[config.mk]
export PLATFORM = sky130hd
export DESIGN_NAME = ccff_loader
export DESIGN_NICKNAME = d
export VERILOG_FILES = /design/src/rtl/ccff_loader.sv
export SDC_FILE = /design/constraint.sdc
export NUM_CORES = 1
export LEC_CHECK = 0
export BUFFER_PORTS_ARGS = -buffer_cell sky130_fd_sc_hd__buf_2
export CORE_ASPECT_RATIO = 0.6
export CORE_MARGIN = 2
export CORE_UTILIZATION = 62
export DETAILED_ROUTE_END_ITERATION = 7
export HOLD_SLACK_MARGIN = 0.15
export MAX_ROUTING_LAYER = met4
export PLACE_DENSITY_LB_ADDON = 0.12
export SLEW_MARGIN = 30
export SYNTH_ARGS = -nofsm -noshare
export SYNTH_HDL_FRONTEND = slang
export SYNTH_SLANG_ARGS = --single-unit
[constraint.sdc]
create_clock -name ck -period 3.5 [get_ports ck]
set_input_delay 0.7 -clock ck [delete_from_list [all_inputs] [get_ports ck]]
set_output_delay 0.7 -clock ck [all_outputs]
set_load 0.02 [all_outputs]
[src/rtl/ccff_loader.sv]
// ccff_loader
// Bitstream loader for the configuration flop chain. Accepts configuration
// words over a valid/ready handshake and serialises each one MSB-first onto
// the chain head. It issues one shift strobe per bit and stops after exactly
// CHAIN_LEN bits.
//
// Ports:
//   ck          system clock (shared with the chain flops)
//   rst_n       asynchronous active-low reset
//   start       one-cycle pulse that begins a load (honoured in idle/done only)
//   abort       synchronous abort; highest priority, returns to idle
//   in_data     configuration word (DATA_W bits)
//   in_valid    upstream word valid
//   in_ready    loader can accept a word (high only while fetching)
//   ccff_head   serial bit into the chain head (registered)
//   ccff_shift  chain shift enable; the chain captures ccff_head when high
//   busy        load in progress
//   done        chain fully loaded; held until the next start or reset
module ccff_loader #(
  parameter int CHAIN_LEN = 64,
  parameter int DATA_W    = 8
) (
  input  logic              ck,
  input  logic              rst_n,
  input  logic              start,
  input  logic              abort,
  input  logic [DATA_W-1:0] in_data,
  input  logic              in_valid,
  output logic              in_ready,
  output logic              ccff_head,
  output logic              ccff_shift,
  output logic              busy,
  output logic              done
);

  localparam int BW = $clog2(CHAIN_LEN + 1);
  localparam int WW = $clog2(DATA_W + 1);

  typedef enum logic [1:0] {
    st_idle,
    st_fetch,
    st_shift,
    st_done
  } state_t;

  state_t            state_reg;
  logic [BW-1:0]     bitcnt_reg;
  logic [WW-1:0]     wcnt_reg;
  logic [DATA_W-1:0] sr_reg;

  logic [DATA_W-1:0] sr_shl;
  logic [31:0]       rem_bits;
  logic [WW-1:0]     wcnt_load;
  logic              last_bit;

  assign sr_shl = sr_reg << 1;

  // Bits still owed to the chain decide how much of the next word is used;
  // on a partial last word only its top bits are shifted out.
  always_comb begin
    rem_bits  = 32'(CHAIN_LEN) - 32'(bitcnt_reg);
    wcnt_load = WW'(DATA_W);
    if (rem_bits < 32'(DATA_W)) begin
      wcnt_load = WW'(rem_bits);
    end
  end

  assign last_bit = ((32'(bitcnt_reg) + 32'd1) == 32'(CHAIN_LEN));

  always_ff @(posedge ck or negedge rst_n) begin
    if (!rst_n) begin
      state_reg  <= st_idle;
      bitcnt_reg <= '0;
      wcnt_reg   <= '0;
      sr_reg     <= '0;
      in_ready   <= 1'b0;
      ccff_head  <= 1'b0;
      ccff_shift <= 1'b0;
      busy       <= 1'b0;
      done       <= 1'b0;
    end else if (abort) begin
      state_reg  <= st_idle;
      bitcnt_reg <= '0;
      wcnt_reg   <= '0;
      sr_reg     <= '0;
      in_ready   <= 1'b0;
      ccff_head  <= 1'b0;
      ccff_shift <= 1'b0;
      busy       <= 1'b0;
      done       <= 1'b0;
    end else begin
      case (state_reg)
        st_idle, st_done: begin
          if (start) begin
            state_reg  <= st_fetch;
            bitcnt_reg <= '0;
            busy       <= 1'b1;
            done       <= 1'b0;
            in_ready   <= 1'b1;
          end
        end

        st_fetch: begin
          // in_ready is known high in this state, so in_valid completes
          // the handshake.
          if (in_valid) begin
            state_reg  <= st_shift;
            sr_reg     <= in_data;
            wcnt_reg   <= wcnt_load;
            in_ready   <= 1'b0;
            ccff_shift <= 1'b1;
            // Head is a flop, so preload it with the first bit to be shifted.
            ccff_head  <= in_data[DATA_W-1];
          end
        end

        st_shift: begin
          sr_reg     <= sr_shl;
          bitcnt_reg <= bitcnt_reg + BW'(1);
          wcnt_reg   <= wcnt_reg - WW'(1);
          if (wcnt_reg == WW'(1)) begin
            ccff_shift <= 1'b0;
            ccff_head  <= 1'b0;
            if (last_bit) begin
              state_reg <= st_done;
              busy      <= 1'b0;
              done      <= 1'b1;
              sr_reg    <= '0;
            end else begin
              state_reg <= st_fetch;
              in_ready  <= 1'b1;
            end
          end else begin
            ccff_head <= sr_shl[DATA_W-1];
          end
        end

        default: begin
          state_reg <= st_idle;
        end
      endcase
    end
  end

endmodule

Yosys cells after proc, flatten, opt, wreduce, memory -nomap -nowiden

Cells that the tools add are included.

Bits in registers: 25
Bits in latches: 0
Bits in writable memories: 0
ROM bits: 0
Input port bits: 13
Output and inout bits: 5
Memories kept: 0

$add $sub $neg: 4
Multipliers: 0
Divide/modulo/power cells: 0
Magnitude comparators: 1
Equal/unequal tests: 10
Shifts and indexed selects: 0
Muxes and demuxes: 41
Bitwise operators: 0
Reduce and logical (&&, ||, !) cells: 10

Operators with widths:

| cell                                                                   | count |
|---|---|
| 7-bit 2-to-1 mux                                                       | 6 |
| 32-bit by 4-bit < comparator with 1-bit output (second input constant) | 1 |
| 7-bit case mux with 2 select lines                                     | 2 |
| 1-bit 2-to-1 mux                                                       | 18 |
| 3-bit inequality test (second input constant)                          | 5 |
| 4-bit 2-to-1 mux                                                       | 3 |
| 2-bit 2-to-1 mux                                                       | 5 |
| 7-bit by 1-bit adder with 8-bit output (second input constant)         | 1 |
| 8-bit by 7-bit equality test with 1-bit output (second input constant) | 1 |
| 1-bit case mux with 2 select lines                                     | 4 |
| 4-bit case mux with 2 select lines                                     | 1 |
| 4-bit AND reduction                                                    | 2 |
| 7-bit by 7-bit subtractor with 8-bit output (first input constant)     | 1 |
| 7-bit by 1-bit adder with 7-bit output (second input constant)         | 1 |
| 2-bit case mux with 3 select lines                                     | 1 |
| 3-bit AND reduction                                                    | 2 |
| 3-bit nonzero test                                                     | 2 |
| 2-bit equality test (second input constant)                            | 2 |
| 4-bit by 1-bit equality test with 1-bit output (second input constant) | 1 |
| 2-bit AND reduction                                                    | 2 |
| 4-bit by 1-bit subtractor with 4-bit output (second input constant)    | 1 |
| 1-bit case mux with 3 select lines                                     | 1 |
| 2-bit by 1-bit equality test with 1-bit output (second input constant) | 1 |
| 2-bit logical NOT                                                      | 1 |
| 2-bit OR reduction                                                     | 1 |

Longest topological paths before layout

Depth in word-level cells: 6
Gate-level depth with buffers: 8
Mapped depth without buffers: 6

Worst setup path before layout

OpenSTA, ideal clock, no wires.

Kind: input to register
Start: input abort
End: register in_ready
Setup time: 126 ps
Data arrival time: 1658 ps
Required time: 3374 ps
Setup slack: 1716 ps
Cell stages on the path: 5
Path buffers: 2
Path through: buf_2 > nand2b_1 > buf_2 > o21ai_0 > a221o_1

Word-level cells in the longest chain between the ends: 2
Elaborated cells between the ends (all ways): 6

Ends and longest elaborated chain:

| element                         | line | text |
|---|---|---|
| start, declared                 | 26   | `input logic abort,` |
| 3-bit inequality test (no line) | -    |  |
| 4-bit AND reduction (no line)   | -    |  |
| end signal, assigned            | 76   | `in_ready <= 1'b0;` |
| end signal, assigned            | 86   | `in_ready <= 1'b0;` |
| end signal, assigned            | 99   | `in_ready <= 1'b1;` |
| end, declared                   | 29   | `output logic in_ready,` |

Several ways; a longest one is shown, not always the timed one.
A chain may end at the register's enable or synchronous reset.

Final worst setup path

Start: register state_reg[0]
End: register in_ready

Word-level cells in the longest chain between the ends: 4
Elaborated cells between the ends (all ways): 12

Ends and longest elaborated chain:

| element                                                                                      | line | text |
|---|---|---|
| start, declared                                                                              | 46   | `state_t state_reg;` |
| start signal, assigned                                                                       | 72   | `state_reg <= st_idle;` |
| start signal, assigned                                                                       | 82   | `state_reg <= st_idle;` |
| start signal, assigned                                                                       | 95   | `state_reg <= st_fetch;` |
| 2-bit equality test / 2-bit logical NOT (equally long branches)                              | 92   | `case (state_reg)` |
| 2-bit OR reduction                                                                           | 92   |  |
| 3-bit inequality test (no line) / 1-bit case mux with 3 select lines (equally long branches) | -    |  |
| 4-bit AND reduction (no line) / 1-bit 2-to-1 mux (equally long branches)                     | -    |  |
| end signal, assigned                                                                         | 86   |  |
| end signal, assigned                                                                         | 99   |  |
| end signal, assigned                                                                         | 110  | `in_ready <= 1'b0;` |

Several ways; a longest one is shown, not always the timed one.

==> report_table.html <==
<table>
<tr><th>Metric</th><th>Value</th></tr>
<tr><th colspan="2">Power</th></tr>
<tr><td>LEAKAGE</td><td>0.726 nW</td></tr>
<tr><td>Switch Pwr</td><td>0.341 mW</td></tr>
<tr><td>Total internal power</td><td>0.564 mW</td></tr>
<tr><td>Power density normalized to cell area</td><td>542 nW/um2</td></tr>
<tr><td>Max rail drop VDD</td><td>0.321 mV</td></tr>
<tr><td>Combinational Power Share</td><td>37.4%</td></tr>
<tr><td>Sequential Power Share</td><td>43.8%</td></tr>
<tr><td>Clock share of power</td><td>18.8%</td></tr>
<tr><td>Switching share of power</td><td>37.7%</td></tr>
<tr><th colspan="2">CTS</th></tr>
<tr><td>Number of hold buffers added after CTS</td><td>0</td></tr>
<tr><td>Clock-pin slew of the registers on the worst-case setup and hold paths</td><td>0.09 ns</td></tr>
<tr><td>Total of cells resized after clock tree synthesis</td><td>0</td></tr>
<tr><td>Clock Tree Root</td><td>sky130_fd_sc_hd__clkbuf_8</td></tr>
<tr><td>Post CTS Setup Buffer Count</td><td>0</td></tr>
<tr><td>TritonCTS clock tree</td><td>done</td></tr>
<tr><td>Insertion delay of the later-clocked pin in the worst-skew pair</td><td>0.27 ns</td></tr>
<tr><td>Number of buffers on the longest clock path</td><td>2</td></tr>
<tr><td>Inserted Clock Buffers</td><td>3</td></tr>
<tr><td>Maximum level of the CTS H-tree</td><td>1</td></tr>
<tr><td>Number of sinks handled by clock tree synthesis</td><td>25</td></tr>
<tr><th colspan="2">Floorplanning</th></tr>
<tr><td>Num rows</td><td>13</td></tr>
<tr><td>Starting Density</td><td>68.6%</td></tr>
<tr><td>Die area</td><td>2930 um2</td></tr>
<tr><td>Die Y-Extent</td><td>42.8 um</td></tr>
<tr><td>Overall die width</td><td>68.6 um</td></tr>
<tr><td>I/O pin total</td><td>18</td></tr>
<tr><td>Area of the core</td><td>2260 um2</td></tr>
<tr><th colspan="2">Run</th></tr>
<tr><td>Max-Cap Viols</td><td>0</td></tr>
<tr><th colspan="2">Worst setup path</th></tr>
<tr><td>CP Launch Type</td><td>flip-flop</td></tr>
<tr><td>Critical Path Fanout Max</td><td>11</td></tr>
<tr><td>Worst Path Required</td><td>3.66 ns</td></tr>
<tr><td>CP max-delay cell</td><td>sky130_fd_sc_hd__dfrtp_1</td></tr>
<tr><td>Endpoint kind of the worst setup timing path</td><td>flip-flop</td></tr>
<tr><td>Cells along the critical path</td><td>inv_1 &gt; ha_1 &gt; nand2b_1 &gt; nor2_1 &gt; nor4_1 &gt; a221o_1</td></tr>
<tr><td>Crit. Startpoint</td><td>state_reg[0]$_DFFE_PN0P_</td></tr>
<tr><td>Largest incremental delay on the critical path</td><td>0.41 ns</td></tr>
<tr><td>Critical register-to-register path startpoint</td><td>state_reg[0]$_DFFE_PN0P_</td></tr>
<tr><td>Crit path DAT</td><td>2.29 ns</td></tr>
<tr><td>Critical path type</td><td>reg2reg</td></tr>
<tr><th colspan="2">Routing</th></tr>
<tr><td>Detailed-route via count</td><td>1381</td></tr>
<tr><td>Average wire per standard cell</td><td>16.1 um</td></tr>
<tr><td>DRC violations left</td><td>0</td></tr>
<tr><td>Count of antenna-violating nets left after detailed routing</td><td>0</td></tr>
<tr><td>Sum of routed wire length over all layers</td><td>3450 um</td></tr>
<tr><td>First-pass iteration count of the detailed router</td><td>4</td></tr>
<tr><td>DR vias/cell</td><td>6.45</td></tr>
<tr><td>Iteration-0 DRC Markers</td><td>118</td></tr>
<tr><th colspan="2">Synth</th></tr>
<tr><td>Synthesized area</td><td>1550 um2</td></tr>
<tr><td>Post-synth cell types</td><td>50</td></tr>
<tr><td>Async SR Flop Fraction</td><td>100%</td></tr>
<tr><td>Register area share after synthesis</td><td>40.3%</td></tr>
<tr><td>Synth Area per Inst</td><td>9.02 um2</td></tr>
<tr><td>Post-synthesis net count</td><td>191</td></tr>
<tr><td>Count of warnings emitted by yosys</td><td>0</td></tr>
<tr><td>EDFF count, synth</td><td>0</td></tr>
<tr><td>Total of flip-flops plus latches after synthesis</td><td>25</td></tr>
<tr><td>Main flop type after synthesis</td><td>sky130_fd_sc_hd__dfrtp_1</td></tr>
<tr><td>Gate Count Post-Synth</td><td>172</td></tr>
<tr><th colspan="2">Timing</th></tr>
<tr><td>Fin worst setup slack</td><td>1.37 ns</td></tr>
<tr><td>Final min period</td><td>2.13 ns</td></tr>
<tr><td>Final Setup Violations</td><td>0</td></tr>
<tr><td>Final worst clock skew</td><td>0.00385 ns</td></tr>
<tr><td>Pin slew with the least headroom to its limit</td><td>0.764 ns</td></tr>
<tr><td>Hold Vio Cnt, Final</td><td>0</td></tr>
<tr><td>Setup repair after global routing missed its margin</td><td>false</td></tr>
<tr><td>Max-slew violations</td><td>0</td></tr>
<tr><td>Top achievable clock speed</td><td>0.470 GHz</td></tr>
<tr><td>Period Utilization, post-route</td><td>60.8%</td></tr>
<tr><td>Slew headroom</td><td>48.9%</td></tr>
<tr><td>Setup TNS Final</td><td>0 ns</td></tr>
<tr><th colspan="2">Outcome</th></tr>
<tr><td>Result of the run</td><td>finished clean</td></tr>
<tr><th colspan="2">GRT</th></tr>
<tr><td>Antenna violations before repair</td><td>0</td></tr>
<tr><td>Congestion Overflow GR</td><td>0</td></tr>
<tr><td>Number of global-route vias before repair</td><td>1198</td></tr>
<tr><td>Overall Global Routing Usage</td><td>26.9%</td></tr>
<tr><td>Pin count of the biggest net entering global routing</td><td>26</td></tr>
<tr><td>First-pass GRT wire length</td><td>5640 um</td></tr>
<tr><th colspan="2">Layout</th></tr>
<tr><td>Number of nets in the finished design</td><td>204</td></tr>
<tr><td>Filler instances</td><td>160</td></tr>
<tr><td>Fraction of final layout cells sized beyond drive strength 1</td><td>15.2%</td></tr>
<tr><td>Area growth from synthesis to layout</td><td>7.74%</td></tr>
<tr><td>Antenna diode instance count</td><td>0</td></tr>
<tr><th colspan="2">Placed design</th></tr>
<tr><td>Gpl congestion</td><td>0.918</td></tr>
<tr><td>Count of port buffers added during placement</td><td>17</td></tr>
<tr><td>Post-detailed-placement half-perimeter wirelength</td><td>2480 um</td></tr>
<tr><td>Worst Setup Slack post-DPL</td><td>1.27 ns</td></tr>
<tr><th colspan="2">Hold path</th></tr>
<tr><td>Tightest Hold Check Type</td><td>in2async</td></tr>
</table>
[power by group through the flow]
stage / clock, mW / combinational [mW] / sequential, mW
finish: 0.170 / 0.339 / 0.396
global placement: 0 / 0.319 / 0.399
floorplan: 0 / 0.231 / 0.412
detailed placement: 0 / 0.329 / 0.400
CTS: 0.173 / 0.336 / 0.395
global route: 0.190 / 0.372 / 0.404
[worst paths after layout]
kind / slack, ns / to / cells past startpoint
worst max-delay path: 1.37 / in_ready$_DFFE_PN0P_ / 6
worst min-delay path: 0.40 / bitcnt_reg[4]$_DFFE_PN0P_ / 1
worst max register to register: 1.37 / in_ready$_DFFE_PN0P_ / 6
max in group asynchronous: 2.74 / sr_reg[3]$_DFFE_PN0P_ / 1
worst min register to register: 0.49 / ccff_head$_DFFE_PN0P_ / 2
min in group ck: 0.49 / ccff_head$_DFFE_PN0P_ / 2
[cell type report]
class                           instances  area (um2)  area share (%)
Multi-Input combinational cell        123         822            49.2
Sequential cell                        25         626            37.4
Timing Repair Buffer                   17        85.1            5.09
Inverter                               15        56.3            3.37
Clock buffer                            4        45.0            2.69
Tap cell                               30        37.5            2.25
[Yosys cell counts, types with 4 or more instances]
cell type / number / share of area (%)
sky130_fd_sc_hd__nor2_1: 12 / 2.9
sky130_fd_sc_hd__o21ai_0: 14 / 4.5
sky130_fd_sc_hd__ha_1: 6 / 4.8
sky130_fd_sc_hd__buf_2: 5 / 1.6
sky130_fd_sc_hd__nor3_1: 7 / 2.3
sky130_fd_sc_hd__dfrtp_1: 25 / 40
sky130_fd_sc_hd__nor4_1: 4 / 1.6
sky130_fd_sc_hd__a21oi_1: 9 / 2.9
sky130_fd_sc_hd__nand2_1: 12 / 2.9
sky130_fd_sc_hd__inv_1: 15 / 3.6
sky130_fd_sc_hd__o22ai_1: 5 / 2.0
[per-stage QoR]
stage	hold WS, ns	util (%)	instances	total power, mW	instance area [um2]
CTS	0.430	73.9	214	0.904	1670
finish	0.404	73.9	214	0.906	1670
global placement	0.462	71.9	210	0.718	1630
floorplan	0.404	-	172	0.643	1550
detailed placement	0.483	71.9	210	0.729	1630
global route	0.443	73.9	214	0.966	1670
[placed cells by master (no fill, tap or decap), types with 3 or more instances in the layout]
| master | Yosys | final |
|---|---|---|
| sky130_fd_sc_hd__dfrtp_1 | 25 | 25 |
| sky130_fd_sc_hd__buf_2 | 5 | 17 |
| sky130_fd_sc_hd__inv_1 | 15 | 15 |
| sky130_fd_sc_hd__o21ai_0 | 14 | 14 |
| sky130_fd_sc_hd__nor2_1 | 12 | 12 |
| sky130_fd_sc_hd__nand2_1 | 12 | 12 |
| sky130_fd_sc_hd__a21oi_1 | 9 | 9 |
| sky130_fd_sc_hd__nor3_1 | 7 | 7 |
| sky130_fd_sc_hd__ha_1 | 6 | 6 |
| sky130_fd_sc_hd__o22ai_1 | 5 | 5 |
| sky130_fd_sc_hd__nor4_1 | 4 | 4 |
| sky130_fd_sc_hd__nand2b_1 | 3 | 3 |
| sky130_fd_sc_hd__nor2b_1 | 3 | 3 |
| sky130_fd_sc_hd__mux2_2 | 3 | 3 |
| sky130_fd_sc_hd__nand3_1 | 3 | 3 |
| sky130_fd_sc_hd__o31ai_1 | 3 | 3 |
| sky130_fd_sc_hd__clkbuf_8 | 0 | 3 |
[layer usage]
metal | global-route usage (%) | routed length, um | vias up
li1 | - | - | 646
met1 | 37.8 | 1630 | 668
met2 | 36.3 | 1500 | 63
met3 | 11.7 | 287 | 4
met4 | 4.40 | 32 | 0
met5 | - | 0 | -
[logic make-up after synthesis]
logic type               count (synthesis)  synth area share [%]
AO/OA/AOI/OAI                           49                  20.7
XOR/XNOR                                 2                  1.13
adder cells (fa/ha/maj)                  6                  4.84
buffers and inverters                   24                  6.69
flip-flops                              25                  40.3
multiplexers                             6                  4.35
AND/OR/NAND/NOR                         60                  21.9
[critical path: cells and delay by family, from the launching register on]
family / cells / cell delay, ns
AOI/OAI and AO/OA: 1 / 0.33
adders and majority gates: 1 / 0.38
and+or+nand+nor: 3 / 0.82
DFF: 1 / 0.41
buffers and inverters: 1 / 0.07
(Power assumes the default switching activity.)
